## src/rtl/button_event_arbiter_if.sv

```systemverilog
// Event handshake between the button arbiter (master) and the shared consumer (slave).
interface button_event_arbiter_if #(
    parameter int unsigned ID_W = 2
);
    logic            ev_valid;
    logic [ID_W-1:0] ev_id;
    logic            ev_ready;

    modport master (
        output ev_valid,
        output ev_id,
        input  ev_ready
    );

    modport slave (
        input  ev_valid,
        input  ev_id,
        output ev_ready
    );
endinterface

```

## src/rtl/button_event_arbiter.sv

```systemverilog
// Queues one pending press per button and offers them round-robin to a single
// consumer over a valid/ready handshake, flagging presses that land on a queued event.
module button_event_arbiter #(
    parameter int unsigned N       = 4,
    parameter int unsigned ID_W    = 2,
    parameter int unsigned GAP_CYC = 1
) (
    input  logic                   clk,
    input  logic                   rst,
    input  logic [N-1:0]           pulse_in,
    input  logic                   ovf_clr,
    button_event_arbiter_if.master ev_if,
    output logic                   busy,
    output logic [N-1:0]           pend,
    output logic [N-1:0]           ovf
);

    localparam int unsigned GAP_W = 4;
    localparam logic [GAP_W-1:0] GAP_LOAD = (GAP_CYC > 0) ? GAP_W'(GAP_CYC - 1) : '0;

    typedef enum logic [1:0] {
        S_IDLE  = 2'd0,
        S_OFFER = 2'd1,
        S_GAP   = 2'd2
    } state_t;

    state_t           state_q,    state_d;
    logic [N-1:0]     pend_q,     pend_d;
    logic [N-1:0]     ovf_q,      ovf_d;
    logic [ID_W-1:0]  ptr_q,      ptr_d;
    logic [GAP_W-1:0] gap_q,      gap_d;
    logic             ev_valid_q, ev_valid_d;
    logic [ID_W-1:0]  ev_id_q,    ev_id_d;
    logic             busy_q,     busy_d;

    logic             accept;
    logic [N-1:0]     clr_vec;
    logic [N-1:0]     ovf_set;
    logic [N-1:0]     pend_rot;
    logic [ID_W:0]    pick_off;
    logic [ID_W:0]    pick_sum;
    logic [ID_W-1:0]  pick_id;
    logic             pick_found;

    // Round-robin pick: rotate pending vector so ptr sits at bit 0, take lowest set bit.
    always_comb begin
        pend_rot   = N'({pend_q, pend_q} >> ptr_q);
        pick_off   = '0;
        pick_found = |pend_q;
        for (int k = int'(N) - 1; k >= 0; k--) begin
            if (pend_rot[k]) begin
                pick_off = (ID_W+1)'(k);
            end
        end
        pick_sum = {1'b0, ptr_q} + pick_off;
        if (pick_sum >= (ID_W+1)'(N)) begin
            pick_sum = pick_sum - (ID_W+1)'(N);
        end
        pick_id = pick_sum[ID_W-1:0];
    end

    // Handshake FSM next-state and registered outputs.
    always_comb begin
        state_d    = state_q;
        ev_valid_d = ev_valid_q;
        ev_id_d    = ev_id_q;
        ptr_d      = ptr_q;
        gap_d      = gap_q;
        accept     = 1'b0;

        case (state_q)
            S_IDLE: begin
                ev_valid_d = 1'b0;
                if (pick_found) begin
                    ev_id_d    = pick_id;
                    ev_valid_d = 1'b1;
                    state_d    = S_OFFER;
                end
            end
            S_OFFER: begin
                ev_valid_d = 1'b1;
                if (ev_if.ev_ready) begin
                    accept     = 1'b1;
                    ev_valid_d = 1'b0;
                    ptr_d      = (ev_id_q == ID_W'(N - 1)) ? '0 : ev_id_q + ID_W'(1);
                    if (GAP_CYC > 0) begin
                        gap_d   = GAP_LOAD;
                        state_d = S_GAP;
                    end else begin
                        state_d = S_IDLE;
                    end
                end
            end
            S_GAP: begin
                ev_valid_d = 1'b0;
                if (gap_q == '0) begin
                    state_d = S_IDLE;
                end else begin
                    gap_d = gap_q - GAP_W'(1);
                end
            end
            default: begin
                ev_valid_d = 1'b0;
                state_d    = S_IDLE;
            end
        endcase

        busy_d = (state_d != S_IDLE);
    end

    // A press arriving as its own event is accepted re-queues it instead of overflowing.
    always_comb begin
        clr_vec = accept ? (N'(1) << ev_id_q) : '0;
        ovf_set = pulse_in & pend_q & ~clr_vec;
        pend_d  = (pend_q & ~clr_vec) | pulse_in;
        ovf_d   = (ovf_clr ? '0 : ovf_q) | ovf_set;
    end

    always_ff @(posedge clk) begin
        if (rst) begin
            state_q    <= S_IDLE;
            pend_q     <= '0;
            ovf_q      <= '0;
            ptr_q      <= '0;
            gap_q      <= '0;
            ev_valid_q <= 1'b0;
            ev_id_q    <= '0;
            busy_q     <= 1'b0;
        end else begin
            state_q    <= state_d;
            pend_q     <= pend_d;
            ovf_q      <= ovf_d;
            ptr_q      <= ptr_d;
            gap_q      <= gap_d;
            ev_valid_q <= ev_valid_d;
            ev_id_q    <= ev_id_d;
            busy_q     <= busy_d;
        end
    end

    assign ev_if.ev_valid = ev_valid_q;
    assign ev_if.ev_id    = ev_id_q;
    assign busy           = busy_q;
    assign pend           = pend_q;
    assign ovf            = ovf_q;

endmodule

```

## src/flat_wrapper.sv

```systemverilog
// flat-port wrapper written by rule: the top's interface ports become plain ports
module button_event_arbiter_flat 
#(
    parameter int unsigned N       = 4,
    parameter int unsigned ID_W    = 2,
    parameter int unsigned GAP_CYC = 1
)
  (clk, rst, pulse_in, ovf_clr, busy, pend, ovf, ev_if_ev_valid, ev_if_ev_id, ev_if_ev_ready);
  button_event_arbiter_if #(.ID_W(ID_W)) ev_if_i ();
  input  logic clk;
  input  logic rst;
  input  logic [N-1:0] pulse_in;
  input  logic ovf_clr;
  output logic busy;
  output logic [N-1:0] pend;
  output logic [N-1:0] ovf;
  output wire logic [$bits(ev_if_i.ev_valid)-1:0] ev_if_ev_valid;
  output wire logic [$bits(ev_if_i.ev_id)-1:0] ev_if_ev_id;
  input wire logic [$bits(ev_if_i.ev_ready)-1:0] ev_if_ev_ready;
  assign ev_if_ev_valid = ev_if_i.ev_valid;
  assign ev_if_ev_id = ev_if_i.ev_id;
  assign ev_if_i.ev_ready = ev_if_ev_ready;
  button_event_arbiter #(.N(N), .ID_W(ID_W), .GAP_CYC(GAP_CYC)) u_core (.clk(clk), .rst(rst), .pulse_in(pulse_in), .ovf_clr(ovf_clr), .ev_if(ev_if_i), .busy(busy), .pend(pend), .ovf(ovf));
endmodule
```

## config.mk

```make
export PLATFORM = sky130hd
export DESIGN_NAME = button_event_arbiter_flat
export DESIGN_NICKNAME = d
export VERILOG_FILES = /design/src/rtl/button_event_arbiter_if.sv /design/src/rtl/button_event_arbiter.sv /design/src/flat_wrapper.sv
export SDC_FILE = /design/constraint.sdc
export NUM_CORES = 1
export LEC_CHECK = 0
export ABC_AREA = 1
export BUFFER_PORTS_ARGS = -buffer_cell sky130_fd_sc_hd__buf_4
export CAP_MARGIN = 10
export CORE_UTILIZATION = 37
export CTS_BUF_LIST = sky130_fd_sc_hd__clkbuf_16
export DETAILED_ROUTE_END_ITERATION = 10
export SKIP_CTS_REPAIR_TIMING = 1
export SLEW_MARGIN = 40
export SYNTH_ARGS = -nofsm -noshare
export SYNTH_HDL_FRONTEND = slang
export SYNTH_SLANG_ARGS = --single-unit
```

## constraint.sdc

```tcl
create_clock -name clk -period 2.3 [get_ports clk]
set_clock_uncertainty 0.2 [all_clocks]
set_input_delay 0.345 -clock clk [delete_from_list [all_inputs] [get_ports clk]]
set_output_delay 0.345 -clock clk [all_outputs]
set_load 0.01 [all_outputs]
```

==> results of run 1 <==
[worst max-delay path: cells and delay by family, from the launching register on]
kind                     cells  cell delay (ns)
adder cells (fa/ha/maj)      1             0.17
XOR/XNOR                     1             0.13
AND/OR/NAND/NOR              7             0.54
flip-flops                   1             0.43
AO/OA/AOI/OAI                1             0.14
buffers and inverters        3             0.18
[cell usage after synthesis (all sizes together)]
cell / number / area [µm²]
a21boi: 1 / 7.51
a21oi: 12 / 60.1
a2bb2oi: 1 / 8.76
and3: 1 / 6.26
clkbuf: 1 / 3.75
clkinv: 1 / 3.75
dfxtp: 20 / 400
ha: 7 / 87.6
inv: 22 / 82.6
nand2: 39 / 161
nand3: 13 / 65.1
nand4: 1 / 6.26
nor2: 12 / 47.6
nor3: 3 / 20.0
o21ai: 4 / 23.8
o22ai: 1 / 6.26
o31ai: 1 / 7.51
or2: 1 / 6.26
xnor2: 1 / 8.76
[metal layers]
layer	global-route usage, %	wire length (µm)
met5	0	0
met4	7.69	28
met3	5.83	74
met2	24.6	971
met1	21.2	1040
[cells by family (layout without fill, tap and decap cells)]
logic type                 after synthesis  after routing  share of synthesized area [%]
and+or+nand+nor                         70             70                           30.9
buffers and inverters                   24             46                           8.89
AOI/OAI and AO/OA                       20             20                           11.2
DFF                                     20             20                           39.5
adders and majority gates                7              7                           8.64
xor gates and xnor gates                 1              1                          0.864
[final cells by class]
type                    instances  area (µm²)  share of cell area [%]
well taps                      30        37.5                    2.96
multi-input cells              98         523                    41.2
clock inverters                 1        3.75                   0.296
clock buffers                   3        75.1                    5.92
repair buffers                 19         143                    11.2
inverters                      23        86.3                    6.80
flip-flops and latches         20         400                    31.6
[flip-flops by register name, indices dropped and copies added, names as in the netlist]
register and count:
u_core.ev_if.ev_id 2, u_core.state_q 2, u_core.ev_if.ev_valid 1, u_core.busy 1, u_core.pend 4, u_core.ptr_q 2
u_core.ovf 4, u_core.gap_q 4
[cells in the final DEF (no fill, tap or decap)]
cell / synthesis / layout
and3_1: 1 / 1
o21ai_2: 1 / 1
xnor2_1: 1 / 1
o31ai_1: 1 / 1
dfxtp_1: 20 / 20
a21boi_1: 1 / 1
nand3_1: 13 / 13
nand2_1: 33 / 33
nor3_2: 1 / 1
o21ai_1: 1 / 1
o21ai_0: 2 / 2
o22ai_1: 1 / 1
nor3_1: 2 / 2
clkinv_1: 1 / 2
or2_1: 1 / 1
buf_4: 0 / 19
a2bb2oi_1: 1 / 1
nor2_1: 11 / 11
clkbuf_16: 0 / 3
ha_1: 7 / 7
inv_1: 13 / 13
inv_2: 9 / 9
nor2_2: 1 / 1
nand2_2: 6 / 6
nand4_1: 1 / 1
a21oi_1: 12 / 12
[path summary, 6_finish.rpt]
| check | cells past startpoint | startpoint | endpoint | slack (ns) |
|---|---|---|---|---|
| setup reg to reg | 13 | u_core.ptr_q[0] | u_core.ev_if.ev_id[1] | 0.40 |
| setup / recovery | 13 | u_core.ptr_q[0] | u_core.ev_if.ev_id[1] | 0.40 |
| hold reg to reg | 1 | u_core.gap_q[0] | u_core.gap_q[0] | 0.26 |
| hold / removal | 3 | pulse_in[0] | u_core.pend[0] | 0.11 |
[power groups by stage]
| stage | clock network, W | logic [W] | registers (W) |
|---|---|---|---|
| after global placement | 0 | 0.000214 | 0.000416 |
| after floorplan | 0 | 0.000137 | 0.000421 |
| after detailed placement | 0 | 0.000217 | 0.000417 |
| final | 0.000360 | 0.000218 | 0.000410 |
| after global routing | 0.000388 | 0.000247 | 0.000414 |
| after CTS | 0.000372 | 0.000218 | 0.000410 |
[metrics by stage]
step,setup WS (ns),std cells
after floorplan,0.581,142
after global placement,0.516,190
after detailed placement,0.415,190
after CTS,0.403,194
after global routing,0.219,194
final,0.399,194
==> flow_summary.toml, run 1 <==
[run_status]
status = "finished, final reports clean"

[timing]
tns_ns = 0
final_max_slew_viol_count = 0
rsz0062_at_grt = "no"
hold_viol_final = 0
whs_ns = 0.107
setup_violations = 0
maxSlewHeadroom_pct = 82.7
fin_crit_sh_pct = 82.7
period_needed_ns = 1.90
tightestPinTransition_ns = 0.257
fmax_mhz = 526

[floorplan]
die_h_um = 54.3
ios = 20
coreArea_um2 = 2520
start_util_pct = 40.2
row_count = 18
die_w_um = 54.3
fp.dieArea_um2 = 2950

[global_route]
grt_pass1_wl_mm = 3.36
globalRouteOverflowTotal = 0
grt_max_degree = 14
grt_pass1_vias = 784
grt_util_all_layers_pct = 16.6
antenna_found_initial = 0

[layout]
postLayoutCoreUtil_pct = 50.3
drive_gt1_share_pct = 24.4
syn_to_final_growth_pct = 25.2
nets = 180
antenna_cells = 0
fillerInstances = 256
final_cell_area_um2 = 1270

[placed_design]
dp_hpwl_mm = 1.64
place_congestion = 0.803
placed_area_um2 = 1190
io_buffer_count = 19

[cts]
root_buffer = "clkbuf_16"
path_clk_slew_ns = 0.06
cts_buffers = 3
clock_sinks = 20
clkLatencyLatePin_ns = 0.25
cts_tree = "built"
clk_path_buf_depth = 2
ctsHtreeMaxLevel = 1

[routing]
drc = 0
wl_mm = 2.11
antenna_left = 0
drt_first_iter_violations = 21
vias_per_cell = 4.76
vias = 923
drt-pass1-iter-count = 4
routedWlPerCell_um = 10.9

[synth]
synth-seq-cells = 20
syn_inst = 142
ys_types = 25
syn-cell-area_um2 = 1010
synth_nets = 157
ys_seq_area_share_pct = 39.5
avgSynthCellArea_um2 = 7.14
yosys_warnings = 0

[setup_path]
startpoint_type = "register"
required_ns = 2.25
worstPathCellList = "inv_2, nand2_1, nand3_1, nand2_2, nand3_1, a21boi_1, ha_1, xnor2_1, inv_1, nand2_1, nand3_1, nand2_1, inv_1"
crit_slowest_cell = "dfxtp_1"
path_max_fanout = 6
crit_type = "register to register"
endpoint_kind = "register"
slowest_delay_ns = 0.43
arrival_ns = 1.85

[pwr]
p_leak_nw = 0.633
ir_worst_vdd_mv = 0.483
p_sw_w = 0.000283
pwr-share-clk_pct = 36.4
power_w = 0.000987
intPower_w = 0.000704
cellPowerDensity_nw_per_um2 = 778
netSwitchingFraction_pct = 28.7
power_frac_seq_pct = 41.5
p_comb_share_pct = 22.1

[job]
cap_violations = 0

[worst_hold_path]
hp-class = "input pin to register"
(Power assumes the default switching activity.)
==> run 2, diff against run 1 <==
- clock period: 2.3 -> 1.78 ns (I/O delays scaled with it)
==> run 2 against run 1 <==
Effect of this change:
- design area grew 11%
- fmax is 7.7% higher
- combinational power increased by 52%
- count of clock-buffer cells in the layout is the same
- flip-flop and latch count is the same
- highest routed layer unchanged
==> flow_summary.toml, run 2 (synthesized netlist as in run 1, its figures left out) <==
[placed_design]
io_buffer_count = 19
placed_area_um2 = 1230
place_congestion = 0.848
dp_hpwl_mm = 1.73

[timing]
tightestPinTransition_ns = 0.235
final_max_slew_viol_count = 0
fmax_mhz = 566
rsz0062_at_grt = "yes"
hold_viol_final = 0
maxSlewHeadroom_pct = 84.2
setup_violations = 0
period_needed_ns = 1.77
fin_crit_sh_pct = 99.2

[routing]
drt-pass1-iter-count = 4
vias_per_cell = 4.87
drc = 0
vias = 978
drt_first_iter_violations = 22
routedWlPerCell_um = 11.8
wl_mm = 2.37
antenna_left = 0

[setup_path]
worstRegToRegCells = 13
rrSetupSlack_ns = 0.01
startpoint_type = "register"
r2r_start = "u_core.ptr_q[0]"
crit_slowest_cell = "dfxtp_4"
slowest_delay_ns = 0.39
crit_type = "register to register"
arrival_ns = 1.72
r2r_end = "u_core.ev_if.ev_id[1]"
worstPathCellList = "inv_6, nand2_4, nand3_2, nand2_2, nand3_2, a21boi_2, ha_2, xnor2_2, inv_1, nand2_1, nand3_1, nand2_1, inv_1"
required_ns = 1.73
path_max_fanout = 6
endpoint_kind = "register"

[global_route]
grt_pass1_vias = 893
globalRouteOverflowTotal = 0
grt_max_degree = 14
grt_pass1_wl_mm = 3.70
grt_util_all_layers_pct = 17.4
antenna_found_initial = 0

[run_status]
status = "finished, final reports clean"

[cts]
cts_tree = "built"
clkLatencyLatePin_ns = 0.25
clock_sinks = 20
root_buffer = "clkbuf_16"
clk_path_buf_depth = 2
ctsHtreeMaxLevel = 1
cts_buffers = 3
path_clk_slew_ns = 0.05

[worst_hold_path]
holdCritStartpoint = "pulse_in[2]"
hp-class = "input pin to register"
holdPathStages = 3
hold_end = "u_core.pend[2]"

[layout]
postLayoutCoreUtil_pct = 56.1
final_common_cell = "nand2_1"
drive_gt1_share_pct = 35.7
nets = 187
fillerInstances = 231
final_cell_area_um2 = 1410
syn_to_final_growth_pct = 39.5
final_cell_mix = "nand2_1 (31), buf_4 (26), dfxtp_1 (16), inv_1 (13), a21oi_1 (12)"
antenna_cells = 0

[pwr]
cellPowerDensity_nw_per_um2 = 1050
ir_worst_vdd_mv = 0.959
p_leak_nw = 0.697
power_w = 0.00148

[floorplan]
ios = 20
die_w_um = 54.3
fp.dieArea_um2 = 2950
coreArea_um2 = 2520
row_count = 18
start_util_pct = 40.2
die_h_um = 54.3

[job]
cap_violations = 0
[run 2: worst max-delay path, delay by kind of cell, from the launching register on]
kind	cells	cell delay [ns]
and+or+nand+nor	7	0.45
DFF	1	0.39
adders and majority gates	1	0.21
AOI/OAI and AO/OA	1	0.15
buffers and inverters	3	0.14
xor gates and xnor gates	1	0.13
[run 2: how the worst max path moves through the flow]
| stage | end | slack (ns) | startpoint |
|---|---|---|---|
| 6_report | u_core.ev_if.ev_id[1] | 0.01 | u_core.ptr_q[0] |
| 5_1_grt | u_core.ev_if.ev_id[1] | -0.07 | u_core.ptr_q[0] |
| 4_1_cts | u_core.ev_if.ev_id[1] | -0.16 | u_core.ptr_q[0] |
| 3_5_place_dp | u_core.ev_if.ev_id[1] | -0.15 | u_core.ptr_q[0] |
| 3_3_place_gp | u_core.ev_if.ev_id[1] | 0.004 | u_core.ptr_q[0] |
| 2_1_floorplan | u_core.ev_if.ev_id[1] | 0.06 | u_core.ptr_q[0] |
[run 2: metrics by stage]
step / cells / hold WS [ns] / TNS (ns) / setup slack, ns
6_report: 201 / 0.0381 / 0 / 0.0147
3_3_place_gp: 195 / 0.238 / 0 / 0.00445
4_1_cts: 199 / 0.0384 / -0.195 / -0.160
3_5_place_dp: 195 / 0.245 / -0.167 / -0.146
5_1_grt: 201 / 0.0564 / -0.110 / -0.0729
2_1_floorplan: 142 / 0.143 / 0 / 0.0607
[run 2: layer usage]
metal	wire length (µm)	GRT usage, %	vias to the layer above
met5	0	0	-
met4	10	2.56	0
met3	60	5.00	2
met2	1230	30.7	13
met1	1060	21.0	454
li1	-	-	509
[run 2: power breakdown]
group | internal, W | total (W) | switching, W
Clock | 0.000446 | 0.000614 | 0.000168
Combinational | 0.000150 | 0.000332 | 0.000182
Sequential | 0.000491 | 0.000533 | 0.0000425
[run 2: final cells by class]
| class | count | area (µm²) | area share, % |
|---|---|---|---|
| repair buffers | 26 | 195 | 13.8 |
| multi-input cells | 98 | 572 | 40.4 |
| well taps | 30 | 37.5 | 2.65 |
| clock buffers | 3 | 75.1 | 5.31 |
| clock inverters | 1 | 30.0 | 2.12 |
| flip-flops and latches | 20 | 410 | 29.0 |
| inverters | 23 | 93.8 | 6.64 |
